===== src/rtl/tt_pkg.sv =====
// Shared types and constants for the times-table sequencer and its operand counter.
package tt_pkg;

  // Default operand and product widths for the 8x8 times table.
  localparam int OPW_DEF  = 3;
  localparam int RESW_DEF = 2 * OPW_DEF;

  // Largest operand value; a run ends when a (and b in full mode) reaches it.
  localparam int OP_MAX = 7;

  // Run modes, sampled when a run starts.
  localparam logic MODE_SINGLE = 1'b0;
  localparam logic MODE_FULL   = 1'b1;

  // Sequencer FSM states.
  typedef enum logic [2:0] {
    IDLE,
    ISSUE,
    WAIT,
    OUTPUT,
    DONE
  } state_e;

endpackage


===== src/rtl/tt_operand_gen.sv =====
// Operand pair counter: walks a = 0..OP_MAX for one table, or the whole
// table in b-major order, and flags the final pair of the run.
module tt_operand_gen
  import tt_pkg::*;
#(
  parameter int OPW = OPW_DEF
) (
  input  logic           clk_i,
  input  logic           rst_i,
  input  logic           load_i,
  input  logic           advance_i,
  input  logic           mode_i,
  input  logic [OPW-1:0] table_sel_i,
  output logic [OPW-1:0] a_o,
  output logic [OPW-1:0] b_o,
  output logic           is_last_o
);

  localparam logic [OPW-1:0] A_TOP = OPW'(OP_MAX);

  logic [OPW-1:0] a_q, a_d;
  logic [OPW-1:0] b_q, b_d;
  logic           mode_q, mode_d;

  // Next operand pair: load restarts the walk, advance steps a and carries into b in full mode.
  always_comb begin
    a_d    = a_q;
    b_d    = b_q;
    mode_d = mode_q;
    if (load_i) begin
      a_d    = '0;
      b_d    = (mode_i == MODE_FULL) ? '0 : table_sel_i;
      mode_d = mode_i;
    end else if (advance_i) begin
      if (a_q == A_TOP) begin
        a_d = '0;
        if (mode_q == MODE_FULL) begin
          b_d = b_q + OPW'(1);
        end
      end else begin
        a_d = a_q + OPW'(1);
      end
    end
  end

  // Operand registers; the latched mode decides whether b carries.
  always_ff @(posedge clk_i) begin
    if (rst_i) begin
      a_q    <= '0;
      b_q    <= '0;
      mode_q <= MODE_SINGLE;
    end else begin
      a_q    <= a_d;
      b_q    <= b_d;
      mode_q <= mode_d;
    end
  end

  assign a_o       = a_q;
  assign b_o       = b_q;
  assign is_last_o = (a_q == A_TOP) && ((mode_q == MODE_SINGLE) || (b_q == A_TOP));

endmodule


===== src/rtl/times_table_sequencer.sv =====
// Times-table sequencer: feeds operand pairs to a registered multiplier,
// waits out its latency, presents {a, b, product} on a valid/ready stream
// and keeps a sticky flag if any product disagrees with a local a*b.
module times_table_sequencer
  import tt_pkg::*;
#(
  parameter int OPW     = OPW_DEF,
  parameter int RESW    = RESW_DEF,
  parameter int MUL_LAT = 1
) (
  input  logic            clk_i,
  input  logic            rst_i,
  input  logic            start_i,
  input  logic            mode_i,
  input  logic [OPW-1:0]  table_sel_i,
  input  logic            abort_i,
  output logic [OPW-1:0]  mul_a_o,
  output logic [OPW-1:0]  mul_b_o,
  output logic            mul_en_o,
  input  logic [RESW-1:0] mul_result_i,
  output logic            out_valid_o,
  input  logic            out_ready_i,
  output logic [OPW-1:0]  out_a_o,
  output logic [OPW-1:0]  out_b_o,
  output logic [RESW-1:0] out_prod_o,
  output logic            out_last_o,
  output logic            busy_o,
  output logic            done_o,
  output logic            mismatch_o
);

  // Wide enough to hold MUL_LAT-1; a one-cycle multiplier still gets a 1-bit counter.
  localparam int CNTW = (MUL_LAT > 1) ? $clog2(MUL_LAT) : 1;

  state_e            state_q;
  logic [CNTW-1:0]   cnt_q;
  logic              mul_en_q;
  logic              out_valid_q;
  logic [OPW-1:0]    out_a_q;
  logic [OPW-1:0]    out_b_q;
  logic [RESW-1:0]   out_prod_q;
  logic              out_last_q;
  logic              busy_q;
  logic              done_q;
  logic              mismatch_q;

  logic [OPW-1:0]    op_a;
  logic [OPW-1:0]    op_b;
  logic              op_last;
  logic              op_load;
  logic              op_advance;
  logic              run_active;
  logic [RESW-1:0]   ref_prod;

  // ISSUE, WAIT and OUTPUT are the states an abort can cut short.
  assign run_active = (state_q == ISSUE) || (state_q == WAIT) || (state_q == OUTPUT);

  // The counter restarts on an accepted start and steps after every
  // consumed beat that is not the last; an abort freezes it where it is.
  assign op_load    = (state_q == IDLE) && start_i;
  assign op_advance = (state_q == OUTPUT) && out_ready_i && !out_last_q && !abort_i;

  // Full-width reference product, compared against what the multiplier returned.
  assign ref_prod = RESW'(op_a) * RESW'(op_b);

  tt_operand_gen #(
    .OPW(OPW)
  ) u_operand_gen (
    .clk_i      (clk_i),
    .rst_i      (rst_i),
    .load_i     (op_load),
    .advance_i  (op_advance),
    .mode_i     (mode_i),
    .table_sel_i(table_sel_i),
    .a_o        (op_a),
    .b_o        (op_b),
    .is_last_o  (op_last)
  );

  // Sequencer FSM with all stream, multiplier-control and status outputs registered alongside the state.
  always_ff @(posedge clk_i) begin
    if (rst_i) begin
      state_q     <= IDLE;
      cnt_q       <= '0;
      mul_en_q    <= 1'b0;
      out_valid_q <= 1'b0;
      out_a_q     <= '0;
      out_b_q     <= '0;
      out_prod_q  <= '0;
      out_last_q  <= 1'b0;
      busy_q      <= 1'b0;
      done_q      <= 1'b0;
      mismatch_q  <= 1'b0;
    end else begin
      done_q <= 1'b0;
      if (abort_i && run_active) begin
        state_q     <= IDLE;
        mul_en_q    <= 1'b0;
        out_valid_q <= 1'b0;
        out_last_q  <= 1'b0;
        busy_q      <= 1'b0;
      end else begin
        case (state_q)
          IDLE: begin
            if (start_i) begin
              mismatch_q <= 1'b0;
              mul_en_q   <= 1'b1;
              busy_q     <= 1'b1;
              state_q    <= ISSUE;
            end
          end
          ISSUE: begin
            mul_en_q <= 1'b0;
            cnt_q    <= CNTW'(MUL_LAT - 1);
            state_q  <= WAIT;
          end
          WAIT: begin
            if (cnt_q != '0) begin
              cnt_q <= cnt_q - CNTW'(1);
            end else begin
              out_prod_q  <= mul_result_i;
              out_a_q     <= op_a;
              out_b_q     <= op_b;
              out_valid_q <= 1'b1;
              out_last_q  <= op_last;
              if (mul_result_i != ref_prod) begin
                mismatch_q <= 1'b1;
              end
              state_q <= OUTPUT;
            end
          end
          OUTPUT: begin
            if (out_ready_i) begin
              out_valid_q <= 1'b0;
              out_last_q  <= 1'b0;
              if (out_last_q) begin
                busy_q  <= 1'b0;
                done_q  <= 1'b1;
                state_q <= DONE;
              end else begin
                mul_en_q <= 1'b1;
                state_q  <= ISSUE;
              end
            end
          end
          DONE: begin
            state_q <= IDLE;
          end
          default: begin
            state_q <= IDLE;
          end
        endcase
      end
    end
  end

  assign mul_a_o     = op_a;
  assign mul_b_o     = op_b;
  assign mul_en_o    = mul_en_q;
  assign out_valid_o = out_valid_q;
  assign out_a_o     = out_a_q;
  assign out_b_o     = out_b_q;
  assign out_prod_o  = out_prod_q;
  assign out_last_o  = out_last_q;
  assign busy_o      = busy_q;
  assign done_o      = done_q;
  assign mismatch_o  = mismatch_q;

endmodule

===== config.mk =====
export PLATFORM = sky130hd
export DESIGN_NAME = times_table_sequencer
export DESIGN_NICKNAME = d
export VERILOG_FILES = /design/src/rtl/tt_pkg.sv /design/src/rtl/tt_operand_gen.sv /design/src/rtl/times_table_sequencer.sv
export SDC_FILE = /design/constraint.sdc
export NUM_CORES = 1
export LEC_CHECK = 0
export ABC_CLOCK_PERIOD_IN_PS = 3650
export BUFFER_PORTS_ARGS = -buffer_cell sky130_fd_sc_hd__clkbuf_2
export CAP_MARGIN = 20
export CORE_MARGIN = 10
export CORE_UTILIZATION = 45
export DETAILED_ROUTE_END_ITERATION = 6
export PLACE_DENSITY = 0.7
export SETUP_SLACK_MARGIN = 0.2
export SLEW_MARGIN = 5
export SYNTH_ARGS = -nofsm -noshare
export SYNTH_HDL_FRONTEND = slang
export SYNTH_SLANG_ARGS = --single-unit

===== constraint.sdc =====
create_clock -name clk_i -period 3.65 [get_ports clk_i]
set_clock_uncertainty 0.2 [all_clocks]
set_input_delay 0 -clock clk_i [delete_from_list [all_inputs] [get_ports clk_i]]
set_output_delay 0 -clock clk_i [all_outputs]
set_load 0.03 [all_outputs]

==> results.ini <==
[critical_path]
worst_r2r_path_depth=10
worstSetupEndpointType=flip-flop
crit_path_end=mismatch_o
critPathBufInv=2
cp_max_fo=8
crit_path_start=u_operand_gen.a_o[0]
cp_common_cell=fa_1
cp_slowest_cell=dlygate4sd3_1
path_cells=and2_1 -> fa_1 -> ha_1 -> inv_1 -> fa_1 -> xor2_1 -> nand3_1 -> nor4_2 -> a311oi_1 -> dlygate4sd3_1
critPathKind=reg -> reg
start_kind=flip-flop
critPathRequiredTime_ps=3680
slowest_delay_ps=580
cpLargestDelayFamily=adder cells
r2r-start=u_operand_gen.a_o[0]
r2r-end=mismatch_o
path_depth=10
cp_data_arrival_time_ps=3260
rrSetupSlack_ps=420

[global_routing]
grt_pass1_wl_mm=6.69
grt_max_degree=22
use_met3_pct=2.80
use_met2_pct=23.7
overflow=0
grt.total_usage_pct=13.2
grt_pass1_vias=1518
grt.busiest_layer=met2
antenna_found_initial=0
met1_usage_pct=15.1

[sta]
fmax_ghz=0.309
slew_viol_final=0
period_minus_slack_ps=3230
worst_slack_ps=419
fin_tns_setup_ps=0
hold_ws_ps=268
min_period_over_period_pct=88.5
rsz0062_at_grt=no
timing.slew.headroom_pct=59.4
tightest_slew_ps=608
hold_viol=0
setup_viol=0

[clocking]
post-cts-setup-buffer-count=0
cts_tree=done
numCtsBuffers=3
clk_latency_ps=320
clockBufferDepth=2
cts.sinks=28
path_clk_slew_ps=150
htreeDepth=1
clock-root-buffer=clkbuf_4

[flow_run]
drv_cap=0

[cells_and_area]
n_antenna_cell=0
fin_cells=281
nets=264
layout-drive-gt1-share_pct=21.9
area_growth_pct=38.6

[min_path]
holdPathStages=2
hold_class=reg -> reg

[floorplanning]
initial_core_util_pct=47.3
dieHeight_um=76.9
placementRows=20
die_area_sq_mm=0.00591
core_area_sq_mm=0.00308
die_width_um=76.9
io_pins=39

[placement]
dpl.hpwl_mm=2.91
place_ws_ps=847
numPlacedInstances=246
port_buffers=38
gp_congestion=0.832

[logic_synthesis]
synth-warning-count=0
async_reset_ff_share_pct=0
synth_area_leaders=dfxtp_1 39%, nand2_1 8.8%, ha_1 7.7%
synth-edff-count=0
syn-mean-instance-area_sq_um=8.51
synth_area_sq_mm=0.00146
ys_seq_area_share_pct=38.5
ys_dominant_reg_cell=dfxtp_1
yosys.area.top_type=dfxtp_1
netlist_instances=171
ys_types=37
synth-seq-cells=28
yosys.area.top_type_share_pct=38.5
syn_nets=197

[power]
ir_worst_vdd_mv=0.167
totalPowerFinal_mw=0.647
p_leak_nw=0.905
powerDensity_mw_per_mm2=321

[detailed_routing]
first_pass_iters=4
viasPerCell=5.10
routedWlPerCell_um=14.5
drc=0
postRouteAntennaNets=0
wl_mm=4.06
vias=1434
drt-initial-drc-count=84

[run_status]
status=finished, final reports clean

## cell families after synthesis
kind of cell,count (synthesis),synth area share [%]
AO/OA/AOI/OAI,35,14.8
XOR/XNOR,8,4.81
adder cells (fa/ha/maj),11,10.5
buffers and inverters,13,4.47
flip-flops,28,38.5
multiplexers,3,2.06
AND/OR/NAND/NOR,73,24.8
## worst min-delay path by stage
stage                           from                    to  slack, ps
after floorplan               mode_i  u_operand_gen.mode_q        -60
after CTS                 out_b_o[2]            out_b_o[2]        270
final                     out_b_o[2]            out_b_o[2]        270
after global placement        mode_i  u_operand_gen.mode_q         40
after detailed placement      mode_i  u_operand_gen.mode_q         50
after global routing      out_b_o[2]            out_b_o[2]        300
## registers in the layout, summed over array words and instances (netlist names)
register              count
out_valid_o               1
out_last_o                1
mismatch_o                1
out_b_o                   3
u_operand_gen.a_o         3
out_a_o                   3
u_operand_gen.b_o         3
busy_o                    1
u_operand_gen.mode_q      1
mul_en_o                  1
state_q                   3
out_prod_o                6
done_o                    1
## cells in the mapped netlist, drive strengths merged, types with 2 or more instances
| cell type | count |
|---|---|
| nor2b | 3 |
| nor4 | 2 |
| nand2b | 4 |
| xor2 | 4 |
| ha | 9 |
| nand2 | 35 |
| inv | 6 |
| nor3 | 3 |
| dfxtp | 28 |
| clkbuf | 3 |
| o21ai | 3 |
| fa | 2 |
| a211oi | 5 |
| a21oi | 20 |
| xnor2 | 4 |
| mux2i | 3 |
| nor2 | 10 |
| and2 | 9 |
| buf | 4 |
## what timing repair did
item / in CTS / in global routing
endpoints found under the hold margin: 25 / 0
endpoints found under the setup margin: 0 / 3
gates resized for setup: 0 / 5
hold buffers: 31 / 0
## metal layers
layer	vias to the layer above	share of wire [%]
li1	714	-
met1	678	44
met2	34	51
met3	8	3.6
met4	0	1.1
met5	-	0
## stage by stage
step | instance area [sq um] | util, %
3_3_place_gp | 1660 | 53.9
2_1_floorplan | 1460 | -
4_1_cts | 2000 | 65.1
6_report | 2020 | 65.5
5_1_grt | 2020 | 65.5
3_5_place_dp | 1660 | 53.9
## report_power, final
group	internal, mW	switching (mW)	total, mW
clock	0.0610	0.0894	0.150
sequential	0.323	0.0221	0.345
combinational	0.0642	0.0864	0.151
total	0.449	0.198	0.647
## final cells by class
| class | instances | area (sq um) |
|---|---|---|
| sequential | 28 | 564 |
| inverter | 6 | 22.5 |
| timing repair buffer | 69 | 500 |
| tap | 44 | 55.1 |
| clock buffer | 4 | 36.3 |
| fill | 262 | 1060 |
| multi-input combinational | 130 | 838 |
## worst min-delay path, stage by stage (launching register included)
cell     delay [ps]
dfxtp_1         340
nand2_1          50
a21oi_1          50
## layout by cell type, fill, tap and decap left out, types with 2 or more instances in the layout
cell / instances
a211oi_1: 4
a21oi_1: 20
and2_1: 9
clkbuf_2: 38
clkbuf_4: 3
dfxtp_1: 25
dfxtp_2: 3
dlygate4sd3_1: 31
fa_1: 2
ha_1: 9
inv_1: 6
mux2i_1: 3
nand2_1: 34
nand2b_1: 4
nor2_1: 10
nor2b_1: 2
nor3_1: 3
o21ai_0: 3
xnor2_1: 4
xor2_1: 4
Power figures use the tool's default switching activity.
